==> src/rtl/cpu_bus_bridge_pkg.sv <==
// Shared types and lane helpers for the CPU bus bridge and the load/store unit.
package cpu_bus_bridge_pkg;

  typedef enum logic [2:0] {
    ST_IDLE      = 3'd0,
    ST_RAM_ISSUE = 3'd1,
    ST_RAM_DATA  = 3'd2,
    ST_IO_WAIT   = 3'd3,
    ST_RESP      = 3'd4
  } state_e;

  localparam logic [2:0] BHW_B = 3'b001;
  localparam logic [2:0] BHW_H = 3'b010;
  localparam logic [2:0] BHW_W = 3'b100;

  // Byte enables for an access of size bhw at byte offset off.
  function automatic logic [3:0] be_gen(input logic [2:0] bhw, input logic [1:0] off);
    logic [3:0] be;
    case (bhw)
      BHW_B:   be = 4'b0001 << off;
      BHW_H:   be = 4'b0011 << off;
      BHW_W:   be = 4'b1111;
      default: be = 4'b0000;
    endcase
    return be;
  endfunction

  // Move right-justified store data onto its byte lanes.
  function automatic logic [31:0] wshift(input logic [31:0] data, input logic [1:0] off);
    return data << {off, 3'b000};
  endfunction

  // Right-justify and zero-extend the addressed bytes of a read word.
  function automatic logic [31:0] rextract(input logic [31:0] rword, input logic [1:0] off,
                                           input logic [2:0] bhw);
    logic [31:0] sh;
    logic [31:0] r;
    sh = rword >> {off, 3'b000};
    case (bhw)
      BHW_B:   r = {24'h0, sh[7:0]};
      BHW_H:   r = {16'h0, sh[15:0]};
      BHW_W:   r = sh;
      default: r = '0;
    endcase
    return r;
  endfunction

endpackage

==> src/rtl/cpu_bus_bridge_if.sv <==
// CPU, RAM and IO signals of the bridge. slave = bridge side, master = environment side.
interface cpu_bus_bridge_if #(
  parameter int RAM_AW = 14
);
  logic [31:0]       i_bus_address;
  logic [31:0]       i_bus_data;
  logic              i_bus_DV;
  logic [2:0]        i_bhw;
  logic              i_write_notread;
  logic [31:0]       o_bus_data;
  logic              o_bus_DV;
  logic              o_bus_err;

  logic              o_ram_en;
  logic              o_ram_we;
  logic [RAM_AW-1:0] o_ram_addr;
  logic [3:0]        o_ram_be;
  logic [31:0]       o_ram_wdata;
  logic [31:0]       i_ram_rdata;

  logic              o_io_req;
  logic              o_io_we;
  logic [31:0]       o_io_addr;
  logic [3:0]        o_io_be;
  logic [31:0]       o_io_wdata;
  logic              i_io_ack;
  logic [31:0]       i_io_rdata;

  modport slave (
    input  i_bus_address, i_bus_data, i_bus_DV, i_bhw, i_write_notread,
    input  i_ram_rdata, i_io_ack, i_io_rdata,
    output o_bus_data, o_bus_DV, o_bus_err,
    output o_ram_en, o_ram_we, o_ram_addr, o_ram_be, o_ram_wdata,
    output o_io_req, o_io_we, o_io_addr, o_io_be, o_io_wdata
  );

  modport master (
    output i_bus_address, i_bus_data, i_bus_DV, i_bhw, i_write_notread,
    output i_ram_rdata, i_io_ack, i_io_rdata,
    input  o_bus_data, o_bus_DV, o_bus_err,
    input  o_ram_en, o_ram_we, o_ram_addr, o_ram_be, o_ram_wdata,
    input  o_io_req, o_io_we, o_io_addr, o_io_be, o_io_wdata
  );
endinterface

==> src/rtl/cpu_bus_bridge_bus_lane_align.sv <==
// Combinational byte-lane alignment: byte enables, store data shift, load data extract.
module bus_lane_align
  import cpu_bus_bridge_pkg::*;
(
  input  logic [1:0]  i_off,
  input  logic [2:0]  i_bhw,
  input  logic [31:0] i_wdata,
  input  logic [31:0] i_rword,
  output logic [3:0]  o_be,
  output logic [31:0] o_wdata,
  output logic [31:0] o_rdata
);

  // Lane mapping for the latched request.
  always_comb begin
    o_be    = be_gen(i_bhw, i_off);
    o_wdata = wshift(i_wdata, i_off);
    o_rdata = rextract(i_rword, i_off, i_bhw);
  end

endmodule

==> src/rtl/cpu_bus_bridge.sv <==
// Single-outstanding bridge from the CPU memory bus to on-chip RAM and handshaked IO.
//
// state        | meaning
// ST_IDLE      | waiting for i_bus_DV; request latched and decoded
// ST_RAM_ISSUE | one-cycle o_ram_en; stores complete here
// ST_RAM_DATA  | RAM read word valid; aligned and captured
// ST_IO_WAIT   | o_io_req held until ack or timeout
// ST_RESP      | one-cycle o_bus_DV; data/err held afterwards
module cpu_bus_bridge
  import cpu_bus_bridge_pkg::*;
#(
  parameter int          RAM_AW     = 14,
  parameter logic [31:0] IO_BASE    = 32'h1000_0000,
  parameter int          IO_TIMEOUT = 255
) (
  input logic             i_clk,
  input logic             i_rst_n,
  cpu_bus_bridge_if.slave bus
);

  localparam int TO_W = ($clog2(IO_TIMEOUT + 1) > 8) ? $clog2(IO_TIMEOUT + 1) : 8;
  localparam logic [TO_W-1:0] TO_LAST = TO_W'(IO_TIMEOUT - 1);
  localparam logic [32:0] RAM_END = 33'(4) << RAM_AW;

  state_e            state_q, state_d;
  logic [31:0]       addr_q, addr_d;
  logic [31:0]       data_q, data_d;
  logic [2:0]        bhw_q, bhw_d;
  logic              we_q, we_d;
  logic [TO_W-1:0]   cnt_q, cnt_d;
  logic [31:0]       rdata_q, rdata_d;
  logic              err_q, err_d;

  logic              req_misalign, req_ram, req_io, req_err;
  logic              ram_act, io_act;
  logic [3:0]        ram_be, io_be;
  logic [31:0]       ram_wdata, io_wdata, ram_rdata_al, io_rdata_al;

  assign req_misalign = ((bus.i_bhw == BHW_H) && bus.i_bus_address[0]) ||
                        ((bus.i_bhw == BHW_W) && (bus.i_bus_address[1:0] != 2'b00));
  assign req_ram      = ({1'b0, bus.i_bus_address} < RAM_END);
  assign req_io       = (bus.i_bus_address >= IO_BASE);
  assign req_err      = !$onehot(bus.i_bhw) || req_misalign || !(req_ram || req_io);

  bus_lane_align u_ram_align (
    .i_off   (addr_q[1:0]),
    .i_bhw   (bhw_q),
    .i_wdata (data_q),
    .i_rword (bus.i_ram_rdata),
    .o_be    (ram_be),
    .o_wdata (ram_wdata),
    .o_rdata (ram_rdata_al)
  );

  bus_lane_align u_io_align (
    .i_off   (addr_q[1:0]),
    .i_bhw   (bhw_q),
    .i_wdata (data_q),
    .i_rword (bus.i_io_rdata),
    .o_be    (io_be),
    .o_wdata (io_wdata),
    .o_rdata (io_rdata_al)
  );

  // Next-state, request latching and response capture.
  always_comb begin
    state_d = state_q;
    addr_d  = addr_q;
    data_d  = data_q;
    bhw_d   = bhw_q;
    we_d    = we_q;
    cnt_d   = cnt_q;
    rdata_d = rdata_q;
    err_d   = err_q;
    case (state_q)
      ST_IDLE: begin
        if (bus.i_bus_DV) begin
          addr_d = bus.i_bus_address;
          data_d = bus.i_bus_data;
          bhw_d  = bus.i_bhw;
          we_d   = bus.i_write_notread;
          if (req_err) begin
            rdata_d = '0;
            err_d   = 1'b1;
            state_d = ST_RESP;
          end else if (req_ram) begin
            state_d = ST_RAM_ISSUE;
          end else begin
            cnt_d   = '0;
            state_d = ST_IO_WAIT;
          end
        end
      end
      ST_RAM_ISSUE: begin
        if (we_q) begin
          rdata_d = '0;
          err_d   = 1'b0;
          state_d = ST_RESP;
        end else begin
          state_d = ST_RAM_DATA;
        end
      end
      ST_RAM_DATA: begin
        rdata_d = ram_rdata_al;
        err_d   = 1'b0;
        state_d = ST_RESP;
      end
      ST_IO_WAIT: begin
        // An ack in the final cycle wins over the timeout.
        if (bus.i_io_ack) begin
          rdata_d = we_q ? '0 : io_rdata_al;
          err_d   = 1'b0;
          state_d = ST_RESP;
        end else if (cnt_q == TO_LAST) begin
          rdata_d = '0;
          err_d   = 1'b1;
          state_d = ST_RESP;
        end else begin
          cnt_d = cnt_q + 1'b1;
        end
      end
      ST_RESP: state_d = ST_IDLE;
      default: state_d = ST_IDLE;
    endcase
  end

  // State and request registers; reset drops any transaction in flight.
  always_ff @(posedge i_clk or negedge i_rst_n) begin
    if (!i_rst_n) begin
      state_q <= ST_IDLE;
      addr_q  <= '0;
      data_q  <= '0;
      bhw_q   <= '0;
      we_q    <= 1'b0;
      cnt_q   <= '0;
      rdata_q <= '0;
      err_q   <= 1'b0;
    end else begin
      state_q <= state_d;
      addr_q  <= addr_d;
      data_q  <= data_d;
      bhw_q   <= bhw_d;
      we_q    <= we_d;
      cnt_q   <= cnt_d;
      rdata_q <= rdata_d;
      err_q   <= err_d;
    end
  end

  // Memory-side outputs are gated by state so they read as zero outside their phase.
  assign ram_act = (state_q == ST_RAM_ISSUE);
  assign io_act  = (state_q == ST_IO_WAIT);

  assign bus.o_bus_DV    = (state_q == ST_RESP);
  assign bus.o_bus_data  = rdata_q;
  assign bus.o_bus_err   = err_q;

  assign bus.o_ram_en    = ram_act;
  assign bus.o_ram_we    = ram_act & we_q;
  assign bus.o_ram_addr  = ram_act ? addr_q[RAM_AW+1:2] : '0;
  assign bus.o_ram_be    = ram_act ? ram_be : '0;
  assign bus.o_ram_wdata = (ram_act && we_q) ? ram_wdata : '0;

  assign bus.o_io_req    = io_act;
  assign bus.o_io_we     = io_act & we_q;
  assign bus.o_io_addr   = io_act ? addr_q : '0;
  assign bus.o_io_be     = io_act ? io_be : '0;
  assign bus.o_io_wdata  = (io_act && we_q) ? io_wdata : '0;

endmodule

==> src/flat_wrapper.sv <==
// flat-port wrapper written by rule: the top's interface ports become plain ports
module cpu_bus_bridge_flat import cpu_bus_bridge_pkg::*;
#(
  parameter int          RAM_AW     = 14,
  parameter logic [31:0] IO_BASE    = 32'h1000_0000,
  parameter int          IO_TIMEOUT = 255
)
  (i_clk, i_rst_n, bus_i_bus_address, bus_i_bus_data, bus_i_bus_DV, bus_i_bhw, bus_i_write_notread, bus_i_ram_rdata, bus_i_io_ack, bus_i_io_rdata, bus_o_bus_data, bus_o_bus_DV, bus_o_bus_err, bus_o_ram_en, bus_o_ram_we, bus_o_ram_addr, bus_o_ram_be, bus_o_ram_wdata, bus_o_io_req, bus_o_io_we, bus_o_io_addr, bus_o_io_be, bus_o_io_wdata);
  cpu_bus_bridge_if #(.RAM_AW(RAM_AW)) bus_i ();
  input logic i_clk;
  input logic i_rst_n;
  input wire logic [$bits(bus_i.i_bus_address)-1:0] bus_i_bus_address;
  input wire logic [$bits(bus_i.i_bus_data)-1:0] bus_i_bus_data;
  input wire logic [$bits(bus_i.i_bus_DV)-1:0] bus_i_bus_DV;
  input wire logic [$bits(bus_i.i_bhw)-1:0] bus_i_bhw;
  input wire logic [$bits(bus_i.i_write_notread)-1:0] bus_i_write_notread;
  input wire logic [$bits(bus_i.i_ram_rdata)-1:0] bus_i_ram_rdata;
  input wire logic [$bits(bus_i.i_io_ack)-1:0] bus_i_io_ack;
  input wire logic [$bits(bus_i.i_io_rdata)-1:0] bus_i_io_rdata;
  output wire logic [$bits(bus_i.o_bus_data)-1:0] bus_o_bus_data;
  output wire logic [$bits(bus_i.o_bus_DV)-1:0] bus_o_bus_DV;
  output wire logic [$bits(bus_i.o_bus_err)-1:0] bus_o_bus_err;
  output wire logic [$bits(bus_i.o_ram_en)-1:0] bus_o_ram_en;
  output wire logic [$bits(bus_i.o_ram_we)-1:0] bus_o_ram_we;
  output wire logic [$bits(bus_i.o_ram_addr)-1:0] bus_o_ram_addr;
  output wire logic [$bits(bus_i.o_ram_be)-1:0] bus_o_ram_be;
  output wire logic [$bits(bus_i.o_ram_wdata)-1:0] bus_o_ram_wdata;
  output wire logic [$bits(bus_i.o_io_req)-1:0] bus_o_io_req;
  output wire logic [$bits(bus_i.o_io_we)-1:0] bus_o_io_we;
  output wire logic [$bits(bus_i.o_io_addr)-1:0] bus_o_io_addr;
  output wire logic [$bits(bus_i.o_io_be)-1:0] bus_o_io_be;
  output wire logic [$bits(bus_i.o_io_wdata)-1:0] bus_o_io_wdata;
  assign bus_i.i_bus_address = bus_i_bus_address;
  assign bus_i.i_bus_data = bus_i_bus_data;
  assign bus_i.i_bus_DV = bus_i_bus_DV;
  assign bus_i.i_bhw = bus_i_bhw;
  assign bus_i.i_write_notread = bus_i_write_notread;
  assign bus_i.i_ram_rdata = bus_i_ram_rdata;
  assign bus_i.i_io_ack = bus_i_io_ack;
  assign bus_i.i_io_rdata = bus_i_io_rdata;
  assign bus_o_bus_data = bus_i.o_bus_data;
  assign bus_o_bus_DV = bus_i.o_bus_DV;
  assign bus_o_bus_err = bus_i.o_bus_err;
  assign bus_o_ram_en = bus_i.o_ram_en;
  assign bus_o_ram_we = bus_i.o_ram_we;
  assign bus_o_ram_addr = bus_i.o_ram_addr;
  assign bus_o_ram_be = bus_i.o_ram_be;
  assign bus_o_ram_wdata = bus_i.o_ram_wdata;
  assign bus_o_io_req = bus_i.o_io_req;
  assign bus_o_io_we = bus_i.o_io_we;
  assign bus_o_io_addr = bus_i.o_io_addr;
  assign bus_o_io_be = bus_i.o_io_be;
  assign bus_o_io_wdata = bus_i.o_io_wdata;
  cpu_bus_bridge #(.RAM_AW(RAM_AW), .IO_BASE(IO_BASE), .IO_TIMEOUT(IO_TIMEOUT)) u_core (.i_clk(i_clk), .i_rst_n(i_rst_n), .bus(bus_i));
endmodule
==> config.mk <==
export PLATFORM = sky130hd
export DESIGN_NAME = cpu_bus_bridge_flat
export DESIGN_NICKNAME = d
export VERILOG_FILES = /design/src/rtl/cpu_bus_bridge_pkg.sv /design/src/rtl/cpu_bus_bridge_if.sv /design/src/rtl/cpu_bus_bridge_bus_lane_align.sv /design/src/rtl/cpu_bus_bridge.sv /design/src/flat_wrapper.sv
export SDC_FILE = /design/constraint.sdc
export NUM_CORES = 1
export LEC_CHECK = 0
export CELL_PAD_IN_SITES_DETAIL_PLACEMENT = 1
export CELL_PAD_IN_SITES_GLOBAL_PLACEMENT = 1
export CORE_AREA = 2 2 157 159
export DETAILED_ROUTE_END_ITERATION = 8
export DIE_AREA = 0 0 159 161
export GPL_TIMING_DRIVEN = 1
export PLACE_DENSITY = 0.84
export REMOVE_ABC_BUFFERS = 1
export SLEW_MARGIN = 25
export SYNTH_ARGS = -nofsm -noshare
export SYNTH_HDL_FRONTEND = slang
export SYNTH_SLANG_ARGS = --single-unit
==> constraint.sdc <==
create_clock -name i_clk -period 1.9 [get_ports i_clk]
set_clock_uncertainty 0.15 [all_clocks]
set_input_delay 0.38 -clock i_clk [delete_from_list [all_inputs] [get_ports i_clk]]
set_output_delay 0.38 -clock i_clk [all_outputs]
set_load 0.01 [all_outputs]
After elaboration in Yosys (flattened, before gate mapping). Cells that the tools add are included.

Eq/ne operators: 19. Add/sub/neg operators: 3. Bitwise gates (word level): 2. Reduce and logical (&&, ||, !) cells: 18. Order comparisons: 2. Muxes and demuxes: 35. Shifts and indexed selects: 5.

Operators by type and width (number): 2-to-1 mux 32 bit (9); one-hot mux 32 bit (3 select lines) (2); one-hot mux 32 bit (4 select lines) (1); right shift 32 x 5 -> 32 bit (2); 2-to-1 mux 8 bit (5); greater-or-equal comparator 32 x 29 -> 1 bit, second input constant (1); less-than comparator 32 x 17 -> 1 bit, second input constant (1); << shifter 32 x 5 -> 32 bit (1); one-hot mux 8 bit (2 select lines) (1); 2-to-1 mux 3 bit (5); 2-to-1 mux 14 bit (1); == test 3 x 2 -> 1 bit, second input constant (4); one-hot mux 3 bit (4 select lines) (1); one-hot mux 4 bit (3 select lines) (1); != test 2 bit, second input constant (5); == test 3 bit, second input constant (3); adder 8 x 1 -> 8 bit, second input constant (1); == test 8 bit, second input constant (1); 2-to-1 mux 4 bit (2); == test 3 x 1 -> 1 bit, second input constant (2); AND reduction 6 bit (1); 2-to-1 mux 1 bit (5); AND reduction 5 bit (1); logical AND 1 bit (4); 16 further kinds (24).

Logic and storage cells: 92. Register bits after elaboration: 112.

Depth between registers and ports, before layout. Gate-level depths: netlist of the first run.

Depth after elaboration: 9. Gate-level depth with buffers: 9. Depth with buffers taken out: 7.

Cells and area by module. Synthesis of the first run repeated with hierarchy kept, for this count alone.

Cell total of the unflattened synthesis: 901. Area total of the unflattened synthesis: 8139.1 µm².

By module, submodules not included: cpu_bus_bridge (times used 1, cells an instance 513, area an instance 5636.7 µm²); bus_lane_align (times used 2, cells an instance 194, area an instance 1251.2 µm²).

Worst setup path after synthesis of the first run. OpenSTA, ideal clock, no wires.

Path kind: flip-flop to output port. From: reg u_core.state_q[1]. To: out bus_o_ram_wdata[0]. Stages on the path, launching flop included: 6. Data arrival time: 1596 ps. Setup slack: -226 ps. Data required time: 1370 ps. Cells stage by stage: dfrtp_1 > buf_2 > nor2_1 > nand3_1 > nor3_1 > and2_1.

Cells in the longest elaborated chain, start to end: 3.

RTL lines: from (decl) (line cpu_bus_bridge.sv:25) `state_e state_q, state_d;`; from (signal assigned) (line cpu_bus_bridge.sv:139) `state_q <= state_d;`; == test 3 x 1 -> 1 bit (line cpu_bus_bridge.sv:151) `assign ram_act = (state_q == ST_RAM_ISSUE);`; logical AND 1 bit (line cpu_bus_bridge.sv:162) `assign bus.o_ram_wdata = (ram_act && we_q) ? ram_wdata : '0;`; 2-to-1 mux 32 bit (line cpu_bus_bridge.sv:162); to (decl) (line flat_wrapper.sv:27) `output wire logic [$bits(bus_i.o_ram_wdata)-1:0] bus_o_ram_wdata;`.

No other way between the ends.

Worst setup path after layout of the first run.
From: reg u_core.state_q[2]. To: out bus_o_io_addr[20].

Cells in the longest elaborated chain, start to end: 2.

RTL lines: == test 3 x 2 -> 1 bit (line cpu_bus_bridge.sv:152) `assign io_act = (state_q == ST_IO_WAIT);`; 2-to-1 mux 32 bit (line cpu_bus_bridge.sv:166) `assign bus.o_io_addr = io_act ? addr_q : '0;`; to (decl) (line flat_wrapper.sv:30) `output wire logic [$bits(bus_i.o_io_addr)-1:0] bus_o_io_addr;`.

No other way between the ends.

==> results.toml, run 1 <==
[yosys]
synthSimpleGateAreaFrac_pct = 16.4
synth_top_family_by_area = "multiplexers"
ys_warn_count = 0
synth-edff-count = 0
synth_mux_area_share_pct = 22.2
synth_fa_ha_area_share_pct = 0.684
synth_area_um2 = 6590
syn_inst = 648
yosysUniqueCellTypes = 52
synth_flop_cell = "dfrtp_1"
synth-seq-cells = 112
synth-seq-area-share_pct = 42.6
synthArstFlopShare_pct = 100
synth_compound_gate_area_share_pct = 13.9
synth_area_per_cell_um2 = 10.2
synth-xor-area-share_pct = 0.266

[global_route]
grt.total_usage_pct = 23.8
grt_antenna_before_repair = 0
overflow = 0
grt_pass1_vias = 8041
grt_pass1_wl_mm = 47.7
grt_max_degree = 66

[setup_path]
crit_buf_inv = 6
cp-start-kind = "flip-flop"
worstSetupPathType = "flip-flop to primary output"
critPathTopFamily = "buffers and inverters"
path_cells = "buf_6 > nand3b_4 > clkinvlp_4 > buf_12 > buf_16 > buf_12 > and2_4 > buf_6"
critPathCaptureType = "primary output"
arrival_ns = 1.88
critPathSlowestCell = "dfrtp_2"
max_stage_delay_ns = 0.44
critPathMaxFanout = 5
critPathRequiredTime_ns = 1.37

[pwr]
seq_power_share_pct = 24.1
p_leak_uw = 0.00595
ir_worst_vdd_mv = 0.542
p_sw_share_pct = 40.2
power_frac_clock_pct = 11.6
power.internal_uw = 9750
p_comb_share_pct = 64.3
power_uw = 16300
p_switching_uw = 6550
power-per-cell-area_nw_per_um2 = 1230

[status]
violations = "setup timing"
status = "finished with violations"

[run]
max-cap-violations = 0

[placement]
dp_hpwl_mm = 20.4
dpl.cell_count = 1332
gp_congestion = 0.832
placed_cell_area_um2 = 10700
port_buffers = 291

[floorplan]
rows = 57
die_w_um = 159
core_area_um2 = 24000
die-area_um2 = 25600
die_h_um = 161
io_pins = 292
start_util_pct = 27.5

[timing]
finalSetupViolCount = 234
finalCritPeriodShare_pct = 127
setup_ws_ns = -0.505
fin_crit_ns = 2.41
relSlewSlack_pct = 57.3
hold_viol = 0
worstMarginPinSlew_ns = 0.636
slew_viol_final = 0
fmax_mhz = 416
rsz0062_at_grt = "true"
tns_ns = -73.94

[drt]
firstDrtPassIters = 5
drtAntennaViolNets = 0
vias = 7226
avgViaCountPerCell = 5.09
drtIter0Drc = 316
drc = 0
post_drt_wl_per_cell_um = 23.2
finalWirelength_mm = 33.0

[cells_and_area]
fillers = 2503
antenna_cells = 0
final_common_cell = "clkdlybuf4s50_1"
synthToLayoutAreaGrowth_pct = 101
final_cell_mix = "161 x clkdlybuf4s50_1, 108 x dfrtp_1, 98 x buf_6"
instances_no_fill = 1420
fin_area_um2 = 13300
drive_gt1_share_pct = 54.3
fin_nets = 1230

[cts]
cts_tree = "built"
clock_path_buffers = 2
htreeDepth = 3
cts-buffers-inserted = 9
cts_root_buffer = "clkbuf_16"
cts_sinks = 112
cts.clk_slew.worst_paths_ns = 0.08
clock_latency_ns = 0.36

[hold_path]
min_path_type = "input port to flip-flop"
-- worst min-delay path: cells and delay by family --
family	cells	cell delay, ns
simple gates	1	0.08
buf+inv	1	0.28
compound gates	1	0.05
-- routing by layer --
metal,GRT usage (%),wire length (um)
met1,27.8,13100
met2,44.3,17500
met3,4.42,1360
met4,6.94,969
met5,0,0
-- final timing paths --
kind	to	depth (start not counted)	start	slack (ns)
max in group asynchronous	u_core.data_q[25]$_DFFE_PN0P_	3	i_rst_n	0.84
hold / removal	u_core.addr_q[0]$_DFFE_PN0P_	3	bus_i_bus_address[0]	0.31
setup reg to reg	u_core.bus.o_bus_data[6]$_DFFE_PN0P_	10	u_core.state_q[2]$_DFFE_PN0P_	-0.45
hold reg to reg	u_core.bus.o_bus_data[3]$_DFFE_PN0P_	1	u_core.bus.o_bus_data[3]$_DFFE_PN0P_	0.36
setup / recovery	bus_o_io_addr[20]	8	u_core.state_q[2]$_DFFE_PN0P_	-0.51
min in group asynchronous	u_core.cnt_q[3]$_DFFE_PN0P_	3	i_rst_n	0.39
-- flip-flops by register name, summed over array words and instances, names as in the netlist --
| signal | count |
|---|---|
| u_core.addr_q | 32 |
| u_core.bus.o_bus_data | 32 |
| u_core.data_q | 32 |
| u_core.cnt_q | 8 |
| u_core.bhw_q | 3 |
| u_core.state_q | 3 |
| u_core.bus.o_bus_err | 1 |
| u_core.we_q | 1 |
-- synth_stat cells, types with 15 or more instances --
cell type | n | share of area [%]
a21oi_1 | 20 | 1.5
a22o_1 | 17 | 2.3
a22oi_1 | 16 | 1.8
and2_1 | 48 | 4.6
and3_1 | 16 | 1.5
buf_2 | 17 | 1.3
clkbuf_1 | 19 | 1.1
dfrtp_1 | 112 | 43
mux2_2 | 74 | 13
mux2i_1 | 63 | 9.6
nand2_1 | 24 | 1.4
nor2_1 | 74 | 4.2
o21ai_0 | 30 | 2.3
o22ai_1 | 17 | 1.6
o2bb2ai_1 | 15 | 2.0
-- stage by stage --
stage	hold WS, ns	utilization (%)	setup WS [ns]
2_1_floorplan	-0.0656	-	-2.39
3_3_place_gp	0.243	44.6	-0.763
3_5_place_dp	0.247	44.6	-0.821
4_1_cts	0.289	50.9	-0.493
5_1_grt	0.296	55.3	-0.578
6_report	0.307	55.3	-0.505
-- area by class of cell --
type	count	area, um^2	share of cell area [%]
sequential	112	2810	21.2
inverter	13	86.3	0.651
tap	324	405	3.06
clock inverter	6	48.8	0.368
multi-input combinational	479	4880	36.8
clock buffer	10	229	1.73
timing repair buffer	476	4790	36.2
-- power groups by stage --
stage | clock network [uW] | logic [uW] | registers [uW]
floorplan | 0 | 3140 | 3990
global placement | 0 | 6150 | 3710
detailed placement | 0 | 6380 | 3770
CTS | 1940 | 8530 | 3810
global route | 2030 | 11000 | 4020
finish | 1890 | 10500 | 3930
-- timing repair --
| item | 4_1_cts | 5_1_grt |
|---|---|---|
| gates cloned | 14 | 2 |
| pin swaps | 69 | 53 |
| hold endpoints to repair | 112 | 0 |
| buffers inserted | 42 | 27 |
| setup endpoints to repair | 232 | 236 |
| gates resized for setup | 727 | 254 |
| hold buffers | 1 | 0 |
-- cell families (layout without fill, tap and decap cells) --
logic type,Yosys count,in the layout
multiplexers,137,137
AND/OR/NAND/NOR,201,202
buffers and inverters,58,505
adder cells (fa/ha/maj),3,3
AO/OA/AOI/OAI,135,135
flip-flops,112,112
XOR/XNOR,2,2
Power figures use the tool's default switching activity.
==> run 2: changes to the inputs <==
--- a/config.mk
+++ b/config.mk
@@ -7,9 +7,9 @@
 export LEC_CHECK = 0
 export CELL_PAD_IN_SITES_DETAIL_PLACEMENT = 1
 export CELL_PAD_IN_SITES_GLOBAL_PLACEMENT = 1
-export CORE_AREA = 2 2 157 159
+export CORE_AREA = 2 2 141 177
 export DETAILED_ROUTE_END_ITERATION = 8
-export DIE_AREA = 0 0 159 161
+export DIE_AREA = 0 0 143 179
 export GPL_TIMING_DRIVEN = 1
 export PLACE_DENSITY = 0.84
 export REMOVE_ABC_BUFFERS = 1
==> constraint.sdc (replaced) <==
create_clock -name i_clk -period 2 [get_ports i_clk]
set_clock_uncertainty 0.15 [all_clocks]
set_input_delay 0.4 -clock i_clk [delete_from_list [all_inputs] [get_ports i_clk]]
set_output_delay 0.4 -clock i_clk [all_outputs]
set_load 0.01 [all_outputs]
==> run 2 against run 1 <==
The flow still finishes with violations (setup timing); non-clock buffer count grew 13; critical path depth unchanged; final cell count up 1.3%; critical path type unchanged; critical endpoint is now bus_o_ram_wdata[0].
==> results.toml, run 2 (synthesized netlist as in run 1, its figures left out) <==
[setup_path]
critPathCaptureType = "primary output"
r2r-end = "u_core.bus.o_bus_data[6]$_DFFE_PN0P_"
worstSetupPathType = "flip-flop to primary output"
cp-start-kind = "flip-flop"
arrival_ns = 1.88
critPathMaxFanout = 5
setup.worst_path.end = "bus_o_ram_wdata[0]"
cp-startpoint = "u_core.state_q[2]$_DFFE_PN0P_"
rr_startpoint = "u_core.state_q[2]$_DFFE_PN0P_"
regToRegSetupSlack_ns = -0.42
reg2regPathDepth = 12
critPathRequiredTime_ns = 1.45

[timing]
fmax_mhz = 412
fin_crit_ns = 2.43
finalCritPeriodShare_pct = 121
rsz0062_at_grt = "true"
tns_ns = -67.83
setup_ws_ns = -0.428
slew_viol_final = 0
relSlewSlack_pct = 65.5
finalSetupViolCount = 230
hold_viol = 0
worstMarginPinSlew_ns = 0.516

[drt]
post_drt_wl_per_cell_um = 25.9
avgViaCountPerCell = 5.25
drc = 0
finalWirelength_mm = 37.3
firstDrtPassIters = 4
drtIter0Drc = 311
drtAntennaViolNets = 0
vias = 7544

[pwr]
p_leak_uw = 0.00596
ir_worst_vdd_mv = 0.591
power-per-cell-area_nw_per_um2 = 1180
power_uw = 15800

[cells_and_area]
final_common_cell = "clkdlybuf4s50_1"
fin_nets = 1242
fillers = 2488
final_cell_mix = "163 x clkdlybuf4s50_1, 118 x buf_6, 106 x dfrtp_1"
drive_gt1_share_pct = 54.8
synthToLayoutAreaGrowth_pct = 103

[floorplan]
die_h_um = 179
die_w_um = 143
core_area_um2 = 24100
die-area_um2 = 25600
start_util_pct = 27.3
io_pins = 292
rows = 64

[global_route]
overflow = 0
grt_antenna_before_repair = 1
grt.total_usage_pct = 23.2
grt_max_degree = 40
grt_pass1_wl_mm = 45.5
grt_pass1_vias = 7888

[placement]
dp_slack_ns = -0.885
gp_congestion = 0.833
dp_hpwl_mm = 20.7
port_buffers = 291

[status]
violations = "setup timing"
status = "finished with violations"

[cts]
cts.clk_slew.worst_paths_ns = 0.08
clock_path_buffers = 2
cts_root_buffer = "clkbuf_16"
cts_tree = "built"
clock_latency_ns = 0.36
cts-buffers-inserted = 9
htreeDepth = 3
cts_sinks = 112

[hold_path]
min_path_type = "input port to flip-flop"

[run]
max-cap-violations = 0
## run 2: cell types whose count changed in the layout (fill, tap and decap cells not counted), moves of 8 or more
cell / before / now
o22ai_4: 9 / 1
o21ai_0: 7 / 15
o2bb2ai_1: 0 / 12
nor2_1: 46 / 32
buf_4: 92 / 105
o2bb2ai_2: 13 / 3
buf_2: 64 / 51
buf_16: 12 / 3
o21ai_2: 10 / 0
buf_6: 98 / 118
nor2_4: 13 / 27
and2_1: 10 / 2
## run 2: area by class of cell
type	instances	area, um^2	area share, %
Antenna cell	1	2.50	0.0188
Clock buffer	11	253	1.89
Clock inverter	4	36.3	0.272
Inverter	13	90.1	0.675
Multi-Input combinational cell	478	4770	35.8
Sequential cell	112	2810	21.1
Tap cell	330	413	3.10
Timing Repair Buffer	489	4960	37.2
## run 2: worst min path at each step
stage / slack, ns / to / from / depth (start not counted)
final: 0.34 / u_core.bhw_q[0]$_DFFE_PN0P_ / bus_i_bhw[0] / 3
after detailed placement: 0.22 / u_core.addr_q[2]$_DFFE_PN0P_ / i_rst_n / 1
after floorplan: -0.05 / u_core.addr_q[0]$_DFFE_PN0P_ / i_rst_n / 0
after CTS: 0.33 / u_core.addr_q[0]$_DFFE_PN0P_ / bus_i_bus_address[0] / 3
after global routing: 0.35 / u_core.bhw_q[0]$_DFFE_PN0P_ / bus_i_bhw[0] / 3
after global placement: 0.21 / u_core.addr_q[8]$_DFFE_PN0P_ / i_rst_n / 1
## run 2: where the power goes
group	switching, uW	internal [uW]
logic	4780	5210
clock network	972	931
registers	856	3050
total	6610	9180
## run 2: critical path, cell delays in order, from the launching register on
cell and delay, ns:
dfrtp_2 0.47, nor2_4 0.14, nand3_2 0.10, buf_6 0.15, nor3_4 0.13, buf_6 0.16
buf_6 0.12, and2_4 0.15, buf_6 0.10
## run 2: timing repair
item / 4_1_cts / 5_1_grt
hold endpoints to repair: 25 / 0
cloned: 7 / 9
setup endpoints to repair: 232 / 231
gates resized for setup: 727 / 280
buffers inserted: 43 / 32
pin swaps: 75 / 77
hold buffers: 1 / 0
## run 2: stage by stage
| step | cells | hold slack, ns | instance area, um^2 | util, % |
|---|---|---|---|---|
| 2_1_floorplan | 603 | -0.0456 | 6380 | - |
| 3_3_place_gp | 1346 | 0.212 | 10700 | 44.5 |
| 3_5_place_dp | 1346 | 0.216 | 10700 | 44.5 |
| 4_1_cts | 1409 | 0.331 | 11900 | 49.4 |
| 5_1_grt | 1438 | 0.348 | 13300 | 55.3 |
| 6_report | 1438 | 0.343 | 13300 | 55.3 |
## run 2: routing by layer
metal	track usage [%]	share of wire [%]	up-vias
li1	-	-	3253
met1	26.6	36	3842
met2	42.5	54	335
met3	3.77	5.1	114
met4	9.57	4.3	0
met5	0	0	-
